**config.mk**
```make
export PLATFORM = sky130hd
export DESIGN_NAME = core_s1_fetch
export DESIGN_NICKNAME = d
export VERILOG_FILES = /design/src/rtl/letc_pkg.sv /design/src/rtl/core_s1_fetch.sv
export SDC_FILE = /design/constraint.sdc
export NUM_CORES = 1
export LEC_CHECK = 0
export ABC_AREA = 0
export CAP_MARGIN = 20
export CORE_MARGIN = 5
export CORE_UTILIZATION = 44
export DETAILED_ROUTE_END_ITERATION = 16
export PLACE_DENSITY = 0.84
export SLEW_MARGIN = 15
export SYNTH_ARGS = -nofsm -noshare
export SYNTH_HDL_FRONTEND = slang
export SYNTH_SLANG_ARGS = --single-unit
export TNS_END_PERCENT = 5
```
**constraint.sdc**
```tcl
create_clock -name clk -period 2.9 [get_ports clk]
set_clock_uncertainty 0.2 [all_clocks]
set_input_delay 0.58 -clock clk [delete_from_list [all_inputs] [get_ports clk]]
set_output_delay 0.58 -clock clk [all_outputs]
set_load 0.03 [all_outputs]
```
**src/rtl/letc_pkg.sv**
```systemverilog
// Shared LETC core types and constants.
// Stage 1 uses word_t, the PC step and the default reset vector from here.
package letc_pkg;

  typedef logic [31:0] word_t;

  localparam word_t PC_INCREMENT     = 32'd4;
  localparam word_t DEFAULT_RESET_PC = 32'h0000_0000;

endpackage

```
**src/rtl/core_s1_fetch.sv**
```systemverilog
// LETC core Stage 1 instruction fetcher: owns the PC, keeps one L1I request in flight and
// holds each fetched word for Stage 2 until it is accepted, redirected or halted.
module core_s1_fetch
  import letc_pkg::*;
#(
  parameter logic [31:0] RESET_PC = DEFAULT_RESET_PC
) (
  input  logic        clk,
  input  logic        rst_n,

  output logic        icache_req_valid,
  input  logic        icache_req_ready,
  output logic [31:0] icache_req_addr,
  input  logic        icache_rsp_valid,
  input  logic [31:0] icache_rsp_data,
  input  logic        icache_rsp_fault,

  output logic        instr_valid,
  input  logic        instr_ready,
  output logic [31:0] instruction,
  output logic [31:0] instr_pc,
  output logic        instr_fault,

  input  logic        redirect_valid,
  input  logic [31:0] redirect_pc,
  input  logic        halt_req,
  output logic        halted
);

  typedef enum logic [2:0] {
    StInit,
    StRequest,
    StWaitRsp,
    StPresent,
    StHalt
  } fetch_state_e;

  fetch_state_e state_q;
  word_t        pc_q;
  word_t        instruction_q;
  word_t        instr_pc_q;
  logic         instr_fault_q;
  logic         discard_q;

  word_t redirect_target;
  assign redirect_target = redirect_pc & ~word_t'(3);

  always_ff @(posedge clk or negedge rst_n) begin
    if (!rst_n) begin
      state_q       <= StInit;
      pc_q          <= RESET_PC;
      instruction_q <= '0;
      instr_pc_q    <= '0;
      instr_fault_q <= 1'b0;
      discard_q     <= 1'b0;
    end else begin
      unique case (state_q)
        StInit: begin
          if (halt_req) begin
            state_q <= StHalt;
          end else begin
            if (redirect_valid) pc_q <= redirect_target;
            state_q <= StRequest;
          end
        end

        StRequest: begin
          if (halt_req) begin
            state_q <= StHalt;
          end else if (redirect_valid) begin
            pc_q <= redirect_target;
            // A request already handed to the L1I returns stale data; drop it on arrival.
            if (icache_req_ready) begin
              discard_q <= 1'b1;
              state_q   <= StWaitRsp;
            end
          end else if (icache_req_ready) begin
            state_q <= StWaitRsp;
          end
        end

        StWaitRsp: begin
          if (halt_req) begin
            state_q <= StHalt;
          end else if (redirect_valid) begin
            pc_q <= redirect_target;
            if (icache_rsp_valid) begin
              discard_q <= 1'b0;
              state_q   <= StRequest;
            end else begin
              discard_q <= 1'b1;
            end
          end else if (icache_rsp_valid) begin
            if (discard_q) begin
              discard_q <= 1'b0;
              state_q   <= StRequest;
            end else begin
              instruction_q <= icache_rsp_data;
              instr_fault_q <= icache_rsp_fault;
              instr_pc_q    <= pc_q;
              state_q       <= StPresent;
            end
          end
        end

        StPresent: begin
          if (halt_req) begin
            state_q <= StHalt;
          end else if (redirect_valid) begin
            pc_q    <= redirect_target;
            state_q <= StRequest;
          end else if (instr_ready) begin
            pc_q    <= pc_q + PC_INCREMENT;
            state_q <= StRequest;
          end
        end

        StHalt: state_q <= StHalt;

        default: state_q <= StInit;
      endcase
    end
  end

  assign icache_req_valid = (state_q == StRequest);
  assign icache_req_addr  = pc_q;
  assign instr_valid      = (state_q == StPresent);
  assign instruction      = instruction_q;
  assign instr_pc         = instr_pc_q;
  assign instr_fault      = instr_fault_q;
  assign halted           = (state_q == StHalt);

  // The L1I may only answer the single outstanding request; HALT tolerates late answers.
  rsp_only_when_waiting_a : assert property (
    @(posedge clk) disable iff (!rst_n)
    icache_rsp_valid |-> (state_q == StWaitRsp || state_q == StHalt)
  );

endmodule

```
==> summary.md <==
| Metric | Value |
|---|---|
| GRT Util Overall | `20.0%` |
| Crit path DAT | `1.86 ns` |
| Core area | `10,100 um^2` |
| Layout cells sized above 1 | `16.8%` |
| Die Y | `111 um` |
| Pleak | `2.83 nW` |
| Vias in the first global route | `3,907` |
| Yosys cell types | `48` |
| Worst slew pin tran | `0.780 ns` |
| Synth area leader | `dfrtp_1` |
| P_int | `2.87 mW` |
| Final routed DRC violation total | `0` |
| Cell area after synthesis | `4510 um^2` |
| Initial antenna violation count | `0` |
| Pins Over Slew Limit | `0` |
| Final period utilization | `91.1%` |
| Later-pin clock latency in the skew report | `0.37 ns` |
| Clk sinks | `97` |
| Status | `finished, final reports clean` |
| Reg clk slew, reported paths | `0.09 ns` |
| Peak supply drop | `531 uV` |
| Crit start category | `register` |
| Hpwl dp | `8970 um` |
| Setup crit end kind | `primary output` |
| Comb pwr share | `40.3%` |
| Clk pwr share | `16.9%` |
| IO buf count | `165` |
| Final setup viols | `0` |
| Via density per instance | `5.49` |
| Post-DRT Antenna Nets | `0` |
| HP Class | `primary input to async pin` |
| CP required | `2.12 ns` |
| Area share of the largest cell type after synthesis | `53.9%` |
| Routed wire length | `12,300 um` |
| R2R setup slack | `0.61 ns` |
| Final worst slack | `0.257 ns` |
| Hold-fix buffers, CTS | `0` |
| First-pass GRT wire length | `20,200 um` |
| RSZ-0062 raised after global routing | `no` |
| Critical path class | `register to primary output` |
| FP Rows | `37` |
| Vias | `3,918` |
| Worst-path fanout max | `7` |
| Mapped Cells | `412` |
| Yosys reg bits | `97` |
| DRT Pass-1 Iters | `5` |
| Setup TNS | `0 ns` |
| Switching share of power | `40.9%` |
| Avg Inst Size Synth | `10.9 um^2` |
| H-tree Lvls | `3` |
| Final global-route overflow total | `0` |
| Fin crit period | `2.64 ns` |
| Number of buffers created by CTS | `9` |
| Nets | `646` |
| Max Cap Viol | `0` |
| Synth top cells by count | `dfrtp_1, mux2_2, a21oi_1, nand2_1, o21ai_0` |
| Register share of total power | `42.7%` |
| WHS | `0.0896 ns` |
| Peak Freq | `0.378 GHz` |
| Post-Layout Cell Count | `714` |
| Ant diodes | `0` |
| DR iter-0 viols | `234` |
| IO Pins | `172` |
| Fill cells | `792` |
| Die area | `12,400 um^2` |
| Post-CTS sizing | `0` |
| WL/cell | `17.2 um` |
| Asr flop ratio synth | `100%` |
| Postcts setup bufs | `0` |
| Sequential share of the synthesized area | `53.9%` |
| Synth warn | `0` |
| Largest net degree at the start of global routing | `62` |
| CTS Root Cell | `clkbuf_8` |
| Area Growth Syn to Fin | `45.1%` |
| Initial Util | `44.5%` |
| P per Cell Area | `742 nW/um^2` |
| Placed cells | `698` |
| Die span in x | `111 um` |
| Rel. slew slack | `48.0%` |
| Top-count cell post-synth | `dfrtp_1` |
| CTS tree | `built` |
| DP Worst Slack | `0.241 ns` |
| Ranking of synthesized cells by area | `dfrtp_1, mux2_2, a21oi_1, o21ai_0, nand3_1` |
| Top FF cell, synth | `dfrtp_1` |
| Post-synth EDFFs | `0` |
| P_sw | `1.98 mW` |
| Gpl congestion | `0.874` |
| Worst-case clock buffer depth | `2` |
| Final hold violation count | `0` |
## critical path: stages (launching register included)
cell and delay [ns]:
dfrtp_1 0.47, inv_1 0.09, nor3_1 0.22, clkdlybuf4s50_1 0.72
## through the flow
step | power (mW) | util, % | area, um^2
floorplan | 3.11 | - | 4520
global placement | 4.00 | 62.7 | 6350
detailed placement | 4.07 | 62.7 | 6350
CTS | 4.89 | 64.5 | 6540
global route | 5.15 | 64.5 | 6540
finish | 4.85 | 64.5 | 6540
## state kept, by name, indices dropped and copies added (netlist names)
name and flops:
discard_q 1, icache_req_addr 30, instr_fault 1, instr_pc 30, instruction 32, state_q 3
## kinds of logic after synthesis
group	after synthesis	synth area share, %
fa+ha+maj	1	0.278
other cells	1	0.0832
flops	97	53.9
compound gates	95	12.9
simple gates	121	14.0
mux	61	15.2
buf+inv	36	3.58
## power groups by stage
stage / combinational (mW) / clock, mW / sequential [mW]
2_1_floorplan: 0.590 / 0 / 2.52
3_3_place_gp: 1.93 / 0 / 2.07
3_5_place_dp: 1.97 / 0 / 2.10
4_1_cts: 1.97 / 0.843 / 2.07
5_1_grt: 2.08 / 0.932 / 2.13
6_report: 1.96 / 0.823 / 2.07
## layout make-up
type	instances	area [um^2]	share of cell area [%]
sequential	97	2430	37.1
multi-input combinational	282	1940	29.6
timing repair buffer	179	1800	27.6
tap	136	170	2.60
clock buffer	12	155	2.37
clock inverter	4	27.5	0.421
inverter	4	15.0	0.230
## layer usage
metal  up-vias  wire length [um]  GRT usage (%)
li1       1836                 -              -
met1      1892              5250           26.3
met2       172              5970           32.2
met3        18               931           6.39
met4         0               148           5.03
met5         -                 0              0
## cells in the final DEF, fill, tap and decap left out, drive strengths merged, types with 3 or more instances in the layout
cell,n
a21oi,29
nand4,11
clkdlybuf4s50,164
o22ai,12
clkbuf,12
nor3,16
inv,4
a31oi,5
o21a,3
mux2,60
and4,3
buf,15
a311oi,4
nor2,20
or3,4
a2bb2oi,7
and3,6
dfrtp,97
o21ai,23
conb,4
and2,4
nand3,21
clkinvlp,3
nand2,26
## worst paths after layout
check	from	end	cells after the start
max	state_q[2]	halted	3
min	rst_n	instruction[7]	1
max reg2reg	icache_req_addr[2]	icache_req_addr[24]	6
min reg2reg	instr_pc[8]	instr_pc[8]	2
max in group asynchronous	rst_n	instr_pc[29]	2
min in group clk	instr_pc[8]	instr_pc[8]	2
Note: power is estimated with default switching activity, not from simulation.
